==> config.mk <==
export PLATFORM = sky130hd
export DESIGN_NAME = soc_glue_apb_regs_flat
export DESIGN_NICKNAME = d
export VERILOG_FILES = /design/src/rtl/soc_glue_pkg.sv /design/src/rtl/soc_glue_apb_regs_if.sv /design/src/rtl/soc_glue_apb_fsm.sv /design/src/rtl/soc_glue_apb_regs.sv /design/src/flat_wrapper.sv
export SDC_FILE = /design/constraint.sdc
export NUM_CORES = 1
export LEC_CHECK = 0
export CAP_MARGIN = 20
export CORE_MARGIN = 3
export CORE_UTILIZATION = 50
export CTS_CLUSTER_DIAMETER = 100
export CTS_CLUSTER_SIZE = 28
export DETAILED_ROUTE_END_ITERATION = 7
export PLACE_DENSITY = 0.8
export SLEW_MARGIN = 20
export SYNTH_ARGS = -nofsm -noshare
export SYNTH_HDL_FRONTEND = slang
export SYNTH_HIERARCHICAL = 1
export SYNTH_SLANG_ARGS = --single-unit
==> constraint.sdc <==
create_clock -name clk_sys -period 2.3 [get_ports clk_sys]
set_clock_uncertainty 0.2 [all_clocks]
set_input_delay 0.46 -clock clk_sys [delete_from_list [all_inputs] [get_ports clk_sys]]
set_output_delay 0.46 -clock clk_sys [all_outputs]
set_load 0.03 [all_outputs]
==> src/rtl/soc_glue_pkg.sv <==
// rtl/soc_glue_pkg.sv - shared offsets, error codes, APB state type and helpers for the SoC glue register block
package soc_glue_pkg;

  localparam logic [7:0] OFF_ID         = 8'h00;
  localparam logic [7:0] OFF_STATUS     = 8'h04;
  localparam logic [7:0] OFF_ERR_STATUS = 8'h08;
  localparam logic [7:0] OFF_ERR_CODE   = 8'h0C;
  localparam logic [7:0] OFF_IRQ_MASK   = 8'h10;
  localparam logic [7:0] OFF_IRQ_PEND   = 8'h14;
  localparam logic [7:0] OFF_SCRATCH    = 8'h18;
  localparam logic [7:0] OFF_LOCK       = 8'h1C;

  localparam logic [3:0] ERR_CODE_ADDR_DECODE = 4'h1;
  localparam logic [3:0] ERR_CODE_TIMEOUT     = 4'h2;
  localparam logic [3:0] ERR_CODE_ACCESS      = 4'h5;
  localparam logic [3:0] ERR_CODE_SECURITY    = 4'h6;

  typedef enum logic [1:0] {IDLE, SETUP, WAIT, RESP} apb_state_e;

  function automatic logic [31:0] apply_strb(input logic [31:0] old_val,
                                             input logic [31:0] wdata,
                                             input logic [3:0]  strb);
    logic [31:0] res;
    res = old_val;
    for (int i = 0; i < 4; i++)
      if (strb[i]) res[8*i +: 8] = wdata[8*i +: 8];
    return res;
  endfunction

  // Lowest-numbered event bit decides the captured code.
  function automatic logic [3:0] err_code_of(input logic [3:0] ev);
    if (ev[0]) return ERR_CODE_ADDR_DECODE;
    else if (ev[1]) return ERR_CODE_TIMEOUT;
    else if (ev[2]) return ERR_CODE_ACCESS;
    else if (ev[3]) return ERR_CODE_SECURITY;
    return 4'h0;
  endfunction

endpackage

==> src/rtl/soc_glue_apb_regs_if.sv <==
// rtl/soc_glue_apb_regs_if.sv - APB4 bus bundle with requester (master) and completer (slave) views
interface soc_glue_apb_regs_if #(parameter int ADDR_W = 12);
  logic [ADDR_W-1:0] paddr;
  logic              psel;
  logic              penable;
  logic              pwrite;
  logic [31:0]       pwdata;
  logic [3:0]        pstrb;
  logic [31:0]       prdata;
  logic              pready;
  logic              pslverr;

  modport master (output paddr, psel, penable, pwrite, pwdata, pstrb,
                  input  prdata, pready, pslverr);
  modport slave  (input  paddr, psel, penable, pwrite, pwdata, pstrb,
                  output prdata, pready, pslverr);
endinterface

==> src/rtl/soc_glue_apb_fsm.sv <==
// rtl/soc_glue_apb_fsm.sv - APB completer handshake: wait states, registered response and write-commit strobe
module soc_glue_apb_fsm
  import soc_glue_pkg::*;
#(
  parameter int WAIT_CYCLES = 1
) (
  input  logic        clk_sys,
  input  logic        rst_sys_n,
  input  logic        psel,
  input  logic        penable,
  input  logic        pwrite,
  input  logic        access_err,
  input  logic [31:0] rdata_next,
  output logic        pready,
  output logic [31:0] prdata,
  output logic        pslverr,
  output logic        commit
);

  apb_state_e state;
  logic [2:0] wait_cnt;
  logic       go_resp;

  // pready rises WAIT_CYCLES + 2 cycles after the setup-phase cycle.
  assign go_resp = psel && (((state == SETUP) && (WAIT_CYCLES == 0)) ||
                            ((state == WAIT) && (wait_cnt == 3'd1)));

  always_ff @(posedge clk_sys or negedge rst_sys_n) begin
    if (!rst_sys_n) begin
      state    <= IDLE;
      wait_cnt <= '0;
      pready   <= 1'b0;
      prdata   <= '0;
      pslverr  <= 1'b0;
      commit   <= 1'b0;
    end else begin
      pready  <= 1'b0;
      prdata  <= '0;
      pslverr <= 1'b0;
      commit  <= 1'b0;
      case (state)
        IDLE: if (psel && !penable) state <= SETUP;
        SETUP: begin
          if (!psel) state <= IDLE;
          else if (go_resp) state <= RESP;
          else begin
            wait_cnt <= 3'(WAIT_CYCLES);
            state    <= WAIT;
          end
        end
        WAIT: begin
          if (!psel) begin
            state    <= IDLE;
            wait_cnt <= '0;
          end else begin
            wait_cnt <= wait_cnt - 3'd1;
            if (go_resp) state <= RESP;
          end
        end
        RESP:    state <= IDLE;
        default: state <= IDLE;
      endcase
      if (go_resp) begin
        pready  <= 1'b1;
        pslverr <= access_err;
        prdata  <= (pwrite || access_err) ? 32'h0 : rdata_next;
        commit  <= pwrite && !access_err;
      end
    end
  end

endmodule

==> src/rtl/soc_glue_apb_regs.sv <==
// rtl/soc_glue_apb_regs.sv - SoC glue APB register block (error capture, status, IRQ mask/pending, scratch); SOC_GLUE_REGS_LOCK_EN adds the LOCK register
module soc_glue_apb_regs
  import soc_glue_pkg::*;
#(
  parameter int          ADDR_W      = 12,
  parameter int          NUM_IRQ     = 24,
  parameter int          WAIT_CYCLES = 1,
  parameter logic [31:0] ID_VALUE    = 32'h5947_0001
) (
  input  logic                 clk_sys,
  input  logic                 rst_sys_n,
  soc_glue_apb_regs_if.slave   apb,
  input  logic [3:0]           err_event,
  input  logic                 boot_done,
  input  logic                 system_ready,
  input  logic                 init_done,
  input  logic                 pll_lock,
  input  logic [NUM_IRQ-1:0]   irq_raw,
  output logic                 irq_out,
  output logic                 err_irq
);

  logic [ADDR_W-1:0]  addr_w;
  logic [31:0]        rdata_next;
  logic               access_err;
  logic               commit;
  logic               wr_en;
  logic [3:0]         err_status;
  logic [3:0]         err_status_next;
  logic [3:0]         err_clr;
  logic               err_code_valid;
  logic [3:0]         err_code;
  logic [NUM_IRQ-1:0] irq_mask;
  logic [31:0]        scratch;
  logic               lock;

  assign addr_w = apb.paddr & ~ADDR_W'(3);
  assign wr_en  = commit && apb.psel;

  always_comb begin
    rdata_next = '0;
    access_err = 1'b0;
    case (addr_w)
      ADDR_W'(OFF_ID): begin
        rdata_next = ID_VALUE;
        access_err = apb.pwrite;
      end
      ADDR_W'(OFF_STATUS): begin
        rdata_next = {28'h0, pll_lock, init_done, system_ready, boot_done};
        access_err = apb.pwrite;
      end
      ADDR_W'(OFF_ERR_STATUS): rdata_next = {28'h0, err_status};
      ADDR_W'(OFF_ERR_CODE): begin
        rdata_next = {err_code_valid, 27'h0, err_code};
        access_err = apb.pwrite;
      end
      ADDR_W'(OFF_IRQ_MASK): begin
        rdata_next = 32'(irq_mask);
        access_err = apb.pwrite && lock;
      end
      ADDR_W'(OFF_IRQ_PEND): begin
        rdata_next = 32'(irq_raw & irq_mask);
        access_err = apb.pwrite;
      end
      ADDR_W'(OFF_SCRATCH): begin
        rdata_next = scratch;
        access_err = apb.pwrite && lock;
      end
`ifdef SOC_GLUE_REGS_LOCK_EN
      ADDR_W'(OFF_LOCK): begin
        rdata_next = {31'h0, lock};
        access_err = apb.pwrite && lock;
      end
`endif
      default: access_err = 1'b1;
    endcase
  end

  // A new event on the same edge as a W1C clear keeps its bit set.
  always_comb begin
    err_clr = '0;
    if (wr_en && (addr_w == ADDR_W'(OFF_ERR_STATUS)) && apb.pstrb[0])
      err_clr = apb.pwdata[3:0];
    err_status_next = (err_status & ~err_clr) | err_event;
  end

  soc_glue_apb_fsm #(.WAIT_CYCLES(WAIT_CYCLES)) u_fsm (
    .clk_sys    (clk_sys),
    .rst_sys_n  (rst_sys_n),
    .psel       (apb.psel),
    .penable    (apb.penable),
    .pwrite     (apb.pwrite),
    .access_err (access_err),
    .rdata_next (rdata_next),
    .pready     (apb.pready),
    .prdata     (apb.prdata),
    .pslverr    (apb.pslverr),
    .commit     (commit)
  );

  always_ff @(posedge clk_sys or negedge rst_sys_n) begin
    if (!rst_sys_n) begin
      irq_out        <= 1'b0;
      err_irq        <= 1'b0;
      err_status     <= '0;
      err_code_valid <= 1'b0;
      err_code       <= '0;
      irq_mask       <= '0;
      scratch        <= '0;
    end else begin
      irq_out    <= |(irq_raw & irq_mask);
      err_irq    <= |err_status;
      err_status <= err_status_next;
      if (err_status_next == 4'h0) begin
        err_code_valid <= 1'b0;
        err_code       <= '0;
      end else if (!err_code_valid && (|err_event)) begin
        err_code_valid <= 1'b1;
        err_code       <= err_code_of(err_event);
      end
      if (wr_en) begin
        case (addr_w)
          ADDR_W'(OFF_IRQ_MASK):
            irq_mask <= NUM_IRQ'(apply_strb(32'(irq_mask), apb.pwdata, apb.pstrb));
          ADDR_W'(OFF_SCRATCH):
            scratch <= apply_strb(scratch, apb.pwdata, apb.pstrb);
          default: ;
        endcase
      end
    end
  end

`ifdef SOC_GLUE_REGS_LOCK_EN
  always_ff @(posedge clk_sys or negedge rst_sys_n) begin
    if (!rst_sys_n) lock <= 1'b0;
    else if (wr_en && (addr_w == ADDR_W'(OFF_LOCK)) && apb.pstrb[0] && apb.pwdata[0])
      lock <= 1'b1;
  end
`else
  assign lock = 1'b0;
`endif

endmodule

==> src/flat_wrapper.sv <==
// flat-port wrapper written by rule: the top's interface ports become plain ports
module soc_glue_apb_regs_flat import soc_glue_pkg::*;
#(
  parameter int          ADDR_W      = 12,
  parameter int          NUM_IRQ     = 24,
  parameter int          WAIT_CYCLES = 1,
  parameter logic [31:0] ID_VALUE    = 32'h5947_0001
)
  (clk_sys, rst_sys_n, err_event, boot_done, system_ready, init_done, pll_lock, irq_raw, irq_out, err_irq, apb_paddr, apb_psel, apb_penable, apb_pwrite, apb_pwdata, apb_pstrb, apb_prdata, apb_pready, apb_pslverr);
  soc_glue_apb_regs_if #(.ADDR_W(ADDR_W)) apb_i ();
  input  logic clk_sys;
  input  logic rst_sys_n;
  input  logic [3:0] err_event;
  input  logic boot_done;
  input  logic system_ready;
  input  logic init_done;
  input  logic pll_lock;
  input  logic [NUM_IRQ-1:0] irq_raw;
  output logic irq_out;
  output logic err_irq;
  input wire logic [$bits(apb_i.paddr)-1:0] apb_paddr;
  input wire logic [$bits(apb_i.psel)-1:0] apb_psel;
  input wire logic [$bits(apb_i.penable)-1:0] apb_penable;
  input wire logic [$bits(apb_i.pwrite)-1:0] apb_pwrite;
  input wire logic [$bits(apb_i.pwdata)-1:0] apb_pwdata;
  input wire logic [$bits(apb_i.pstrb)-1:0] apb_pstrb;
  output wire logic [$bits(apb_i.prdata)-1:0] apb_prdata;
  output wire logic [$bits(apb_i.pready)-1:0] apb_pready;
  output wire logic [$bits(apb_i.pslverr)-1:0] apb_pslverr;
  assign apb_i.paddr = apb_paddr;
  assign apb_i.psel = apb_psel;
  assign apb_i.penable = apb_penable;
  assign apb_i.pwrite = apb_pwrite;
  assign apb_i.pwdata = apb_pwdata;
  assign apb_i.pstrb = apb_pstrb;
  assign apb_prdata = apb_i.prdata;
  assign apb_pready = apb_i.pready;
  assign apb_pslverr = apb_i.pslverr;
  soc_glue_apb_regs #(.ADDR_W(ADDR_W), .NUM_IRQ(NUM_IRQ), .WAIT_CYCLES(WAIT_CYCLES), .ID_VALUE(ID_VALUE)) u_core (.clk_sys(clk_sys), .rst_sys_n(rst_sys_n), .apb(apb_i), .err_event(err_event), .boot_done(boot_done), .system_ready(system_ready), .init_done(init_done), .pll_lock(pll_lock), .irq_raw(irq_raw), .irq_out(irq_out), .err_irq(err_irq));
endmodule
# [Word-level counts from Yosys, hierarchy flattened]
# Index checks and enable logic that the tools add are counted.
[word_totals] ff_bits=107 word_cells=102 output_inout_bits=36 in_bits=85
[op_classes] add_sub_neg=1 n_eq_ne=14 bitwise=5 n_reduce_logical=31 mux=33
[op_table] op="$pmux 32 s7" count=1
[op_table] op="$mux 32" count=2
[op_table] op="$and 24x24->24" count=2
[op_table] op="$mux 4" count=8
[op_table] op="$eq 10x3->1 const B" count=3
[op_table] op="$reduce_and 3->1" count=8
[op_table] op="$reduce_or 24->1" count=1
[op_table] op="$eq 10x2->1 const B" count=2
[op_table] op="$logic_not 12->1" count=1
[op_table] op="$mux 1" count=12
[op_table] op="$reduce_or 4->1" count=3
[op_table] op="$eq 10x1->1 const B" count=1
[op_table] op="$mux 3" count=3
[op_table] op="$logic_and 1x1->1" count=8
[op_table] op="$mux 2" count=4
[op_table] op="$pmux 2 s4" count=1
[op_table] op="$ne 2x2->1 const B" count=3
[op_table] op="$pmux 3 s2" count=1
[op_table] op="$and 4x4->4" count=1
[op_table] op="$eq 2x2->1 const B" count=2
[op_table] op="$logic_not 4->1" count=1
[op_table] op="$not 4->4" count=1
[op_table] op="$or 4x4->4" count=1
[op_table] op="$reduce_bool 2->1" count=2
[op_table] op="10 further kinds" count=12

# [Longest topological paths before layout]
[depth] word_depth=12 mapped_depth=7 depth_no_buf=5

# [Modules after synthesis]
# The synthesis kept the hierarchy.
[modules_own_cells] module="soc_glue_apb_regs" cells_each=317 seq_area_each_um2=1651.6 area_per_inst_um2=3513.4 n_inst=1
[modules_own_cells] module="soc_glue_apb_fsm" cells_each=107 seq_area_each_um2=1001.0 area_per_inst_um2=1503.9 n_inst=1

# [Worst setup path after synthesis]
# No wires, ideal clock.
[synth_timing] path_type="input -> register" start="in apb_paddr[5]" end="reg u_core.scratch[1]" arrival_time_ns=1.921 setup_time_ns=0.125 required_time_ns=1.975 cell_stages=5 path_slack_ns=0.054 path_buffers=2 path_cell_list="or4_1 > clkbuf_2 > or3_1 > buf_6 > mux2_4"
[synth_via] elab_chain_cells=2
[synth_lines] element="start: declaration" line="flat_wrapper.sv:21" text="input wire logic [$bits(apb_i.paddr)-1:0] apb_paddr;"
[synth_lines] element="$eq 10x3->1" line="soc_glue_apb_regs.sv:122" text="case (addr_w)"
[synth_lines] element="$reduce_and 3->1 (no line)"
[synth_lines] element="end signal: assignment" line="soc_glue_apb_regs.sv:126" text="scratch <= apply_strb(scratch, apb.pwdata, apb.pstrb);"
[synth_lines] element="end: declaration" line="soc_glue_apb_regs.sv:34" text="logic [31:0] scratch;"
# Every way passes these cells.
# A chain may end at the register's enable or synchronous reset.

# [Worst setup path in the final report]
[layout_timing] start="in apb_paddr[7]" end="reg u_core.err_code[2]"
[layout_via] elab_chain_cells=9 word_cells_on_any_way=10 cone_classes="1 x eq/ne; 2 x mux; 3 x bitwise; 4 x reduce/logical"
[layout_lines] element="$eq 10x2->1 *" line="soc_glue_apb_regs.sv:82" text="if (wr_en && (addr_w == ADDR_W'(OFF_ERR_STATUS)) && apb.pstrb[0])"
[layout_lines] element="$logic_and 1x1->1 * (2 in a row)" line="soc_glue_apb_regs.sv:82"
[layout_lines] element="$mux 4 *" line="soc_glue_apb_regs.sv:82"
[layout_lines] element="$not 4->4 *" line="soc_glue_apb_regs.sv:84" text="err_status_next = (err_status & ~err_clr) | err_event;"
[layout_lines] element="$and 4x4->4 *" line="soc_glue_apb_regs.sv:84"
[layout_lines] element="$or 4x4->4 *" line="soc_glue_apb_regs.sv:84"
[layout_lines] element="$logic_not 4->1 *" line="soc_glue_apb_regs.sv:114" text="if (err_status_next == 4'h0) begin"
[layout_lines] element="$mux 4 or $reduce_bool 2->1 (tied branches)"
[layout_lines] element="end signal: assignment" line="soc_glue_apb_regs.sv:119" text="err_code <= err_code_of(err_event);"
[layout_lines] element="end: declaration" line="soc_glue_apb_regs.sv:32" text="logic [3:0] err_code;"
# Mark *: on every way between the ends. The rest lies on a longest branch, timed or not.

==> qor.yml <==
sta:
  setup_viol: 4
  finalMaxSlewViolations: 0
  period_minus_slack_ns: 2.322
  timing.final.ws_setup_ns: -0.02165
  clock.fmax_mhz: 430.7
  fin_crit_sh_pct: 100.9
  tightest_slew_ns: 0.5786
  slew_headroom_pct: 61.43
  hold_viol: 0
  rsz0062_at_grt: "true"
final_layout:
  fin_cells: 716
  syn2layout_area_growth_pct: 39.78
  drive_gt1_share_pct: 24.87
  regArea_sq_mm: 0.002653
  n_antenna_cell: 0
  multi_input_area_sq_mm: 0.002271
  fill_cells: 673
  nNetsFinal: 670
floorplanning:
  start_util_pct: 52.80
  fp-row-count: 35
  die_y_microns: 106.2
  coreArea_sq_mm: 0.009503
  fp.dieArea_sq_mm: 0.01127
  io-pin-count: 121
  die_w_microns: 106.2
grt:
  grt_pass1_wl_mm: 21.44
  busiest_layer: "met2"
  grt_pass1_vias: 4161
  met2_usage_pct: 41.72
  use_met1_pct: 31.72
  grt_overflow: 0
  use_met3_pct: 4.068
  grt_start_max_net_pins: 107
  grtUsageTotal_pct: 24.49
  antenna_found_initial: 0
yosys:
  synth_edf_count: 0
  netlist_instances: 424
  yosysMostFrequentCell: "dfrtp_1"
  synth_warnings: 6
  ys.flop_type: "dfrtp_1"
  synth.avg_cell_area_sq_um: 11.83
  ys_async_sr_fraction_pct: 100.0
  synth_fp_nets: 511
  synth_top_cell_by_area: "dfrtp_1"
  yosysUniqueCellTypes: 51
  syn-cell-area_sq_mm: 0.005017
  netlist_top_cells_count: "106 x dfrtp_1, 57 x mux2_2, 31 x and2_1, 29 x o21ai_0, 25 x inv_1"
  netlist.area_leader.share_pct: 52.87
  synth_area_leaders: "dfrtp_1 53%, mux2_2 13%, and2_1 3.9%"
  ys_seq_elements: 106
  synth_sequential_area_ratio_pct: 52.87
clock_tree:
  cts.sinks: 106
  cts_root_buf: "clkbuf_8"
  htreeDepth: 3
  cts_buffers: 9
  insertion_delay_ns: 0.37
  tritoncts: "yes"
  clock_path_buffers: 2
  clk_pin_slew_worst_paths_ns: 0.10
min_path:
  holdCritPathClass: "reg -> reg"
  hold_start: "u_core/scratch[16]"
  min_path_cells: 1
  worstHoldEndpoint: "u_core/scratch[16]"
detailed_routing:
  routed_wl_mm: 13.54
  wl_per_cell_microns: 18.91
  via_per_inst: 5.670
  drt_iter0_drc: 216
  vias: 4060
  drc_errors: 0
  ant_nets: 0
  first_pass_iters: 5
worst_setup_path:
  crit_slowest_cell: "or4_4"
  reg2reg_to: "u_core/irq_mask[2]"
  arrival_ns: 2.38
  crit_path_cell_trace: "clkdlybuf4s50_1 > or4_4 > o41ai_2 > and4_4 > a22oi_1"
  slowest_delay_ns: 0.64
  reg2reg_slack_ns: 0.34
  crit_fanout: 4
  worstSetupEndpointType: "flop"
  path_class: "in -> reg"
  critPathRequiredTime_ns: 2.36
  r2r_cells: 4
  start_kind: "primary input"
  regToRegStartpoint: "u_core/u_fsm/commit"
status:
  violations: "setup timing"
  status: "complete, but fails checks"
place:
  dp_cells: 698
  dpl.hpwl_mm: 9.748
  io_buffers: 118
  gp_congestion: 0.8414
pwr:
  finalPower_mw: 3.571
  peakVddDrop_mv: 0.2605
  power_density_mw_per_mm2: 509.1
  p_leak_nw: 3.291
job:
  drv_cap: 0
## logic make-up (layout without fill, tap and decap cells)
group | after synthesis | count (layout) | share of synthesized area, %
AOI/OAI and AO/OA | 97 | 97 | 13.72
adders and majority gates | 2 | 2 | 0.4987
buffers and inverters | 41 | 204 | 3.965
DFF | 106 | 106 | 52.87
muxes | 60 | 60 | 13.49
and+or+nand+nor | 118 | 118 | 15.46
## metal layers
metal  wire length, microns  up-vias
met1                   5604     2027
met5                      0        -
met4                    260        0
met2                   6955      152
met3                    715       22
li1                       -     1859
## how the worst max path moves through the flow
stage / start / to / slack, ns / cells after the start
after global placement: apb_paddr[5] / u_core/scratch[1] / -0.48 / 4
final: apb_paddr[7] / u_core/err_code[2] / -0.02 / 5
after detailed placement: apb_paddr[7] / u_core/err_code[2] / -0.54 / 5
after floorplan: apb_paddr[5] / u_core/scratch[1] / 0.05 / 5
after global routing: apb_paddr[2] / u_core/irq_mask[3] / -0.01 / 5
after CTS: apb_paddr[5] / u_core/irq_mask[2] / 0.003 / 5
## registers in the layout (all words and copies together), names as in the netlist
register and cells:
u_core/scratch 32, u_core/u_fsm/prdata 32, u_core/irq_mask 24, u_core/err_status 4, u_core/err_code 3, u_core/u_fsm/wait_cnt 3, u_core/u_fsm/state 2, u_core/err_code_valid 1
u_core/err_irq 1, u_core/irq_out 1, u_core/u_fsm/commit 1, u_core/u_fsm/pready 1, u_core/u_fsm/pslverr 1
## layout by cell type, fill, tap and decap left out, drive strengths merged, types with 5 or more instances in the layout
master         count
clkdlybuf4s50    116
dfrtp            106
mux2              58
buf               45
and2              32
o21ai             29
inv               28
a22o              17
nor2              16
nand2             15
a22oi             13
clkbuf            10
nand4              7
nand2b             7
nor3b              7
nand3              6
o2bb2ai            6
a21oi              6
nand3b             6
a21o               5
a2bb2oi            5
## report_power, final
part	switching (mW)	internal, mW
Sequential	0.0340	1.89
Clock	0.666	0.512
Combinational	0.210	0.256
Total	0.910	2.66
## metrics by stage
step,hold WS (ns),TNS (ns),instance area [sq um],setup slack [ns],utilization [%]
2_1_floorplan,-0.03559,0,5017,0.05429,-
5_1_grt,0.3330,-0.07297,7013,-0.01365,73.80
3_5_place_dp,0.2948,-34.42,6663,-0.5431,70.11
4_1_cts,0.3205,0,6929,0.003415,72.92
6_report,0.3195,-0.04461,7013,-0.02165,73.80
3_3_place_gp,0.2778,-32.76,6663,-0.4819,70.11
## critical path: cells and delay by family
family | cells | cell delay, ns
simple gates | 2 | 0.95
compound gates | 2 | 0.51
buf+inv | 1 | 0.46
## area by class of cell
cell class,instances,share of cell area (%)
Multi-Input combinational cell,277,32.38
Timing Repair Buffer,164,23.35
Clock buffer,9,1.766
Tap cell,129,2.302
Clock inverter,6,1.035
Inverter,25,1.338
Sequential cell,106,37.82
## timing repair
action                     in CTS  in global routing
pin swaps                       0                  4
gates cloned                    0                  1
hold endpoints to repair      106                  0
setup endpoints to repair      28                 60
setup buffers                   0                  1
resized for setup              10                 11
hold buffers                    1                  0
Power figures use the tool's default switching activity.
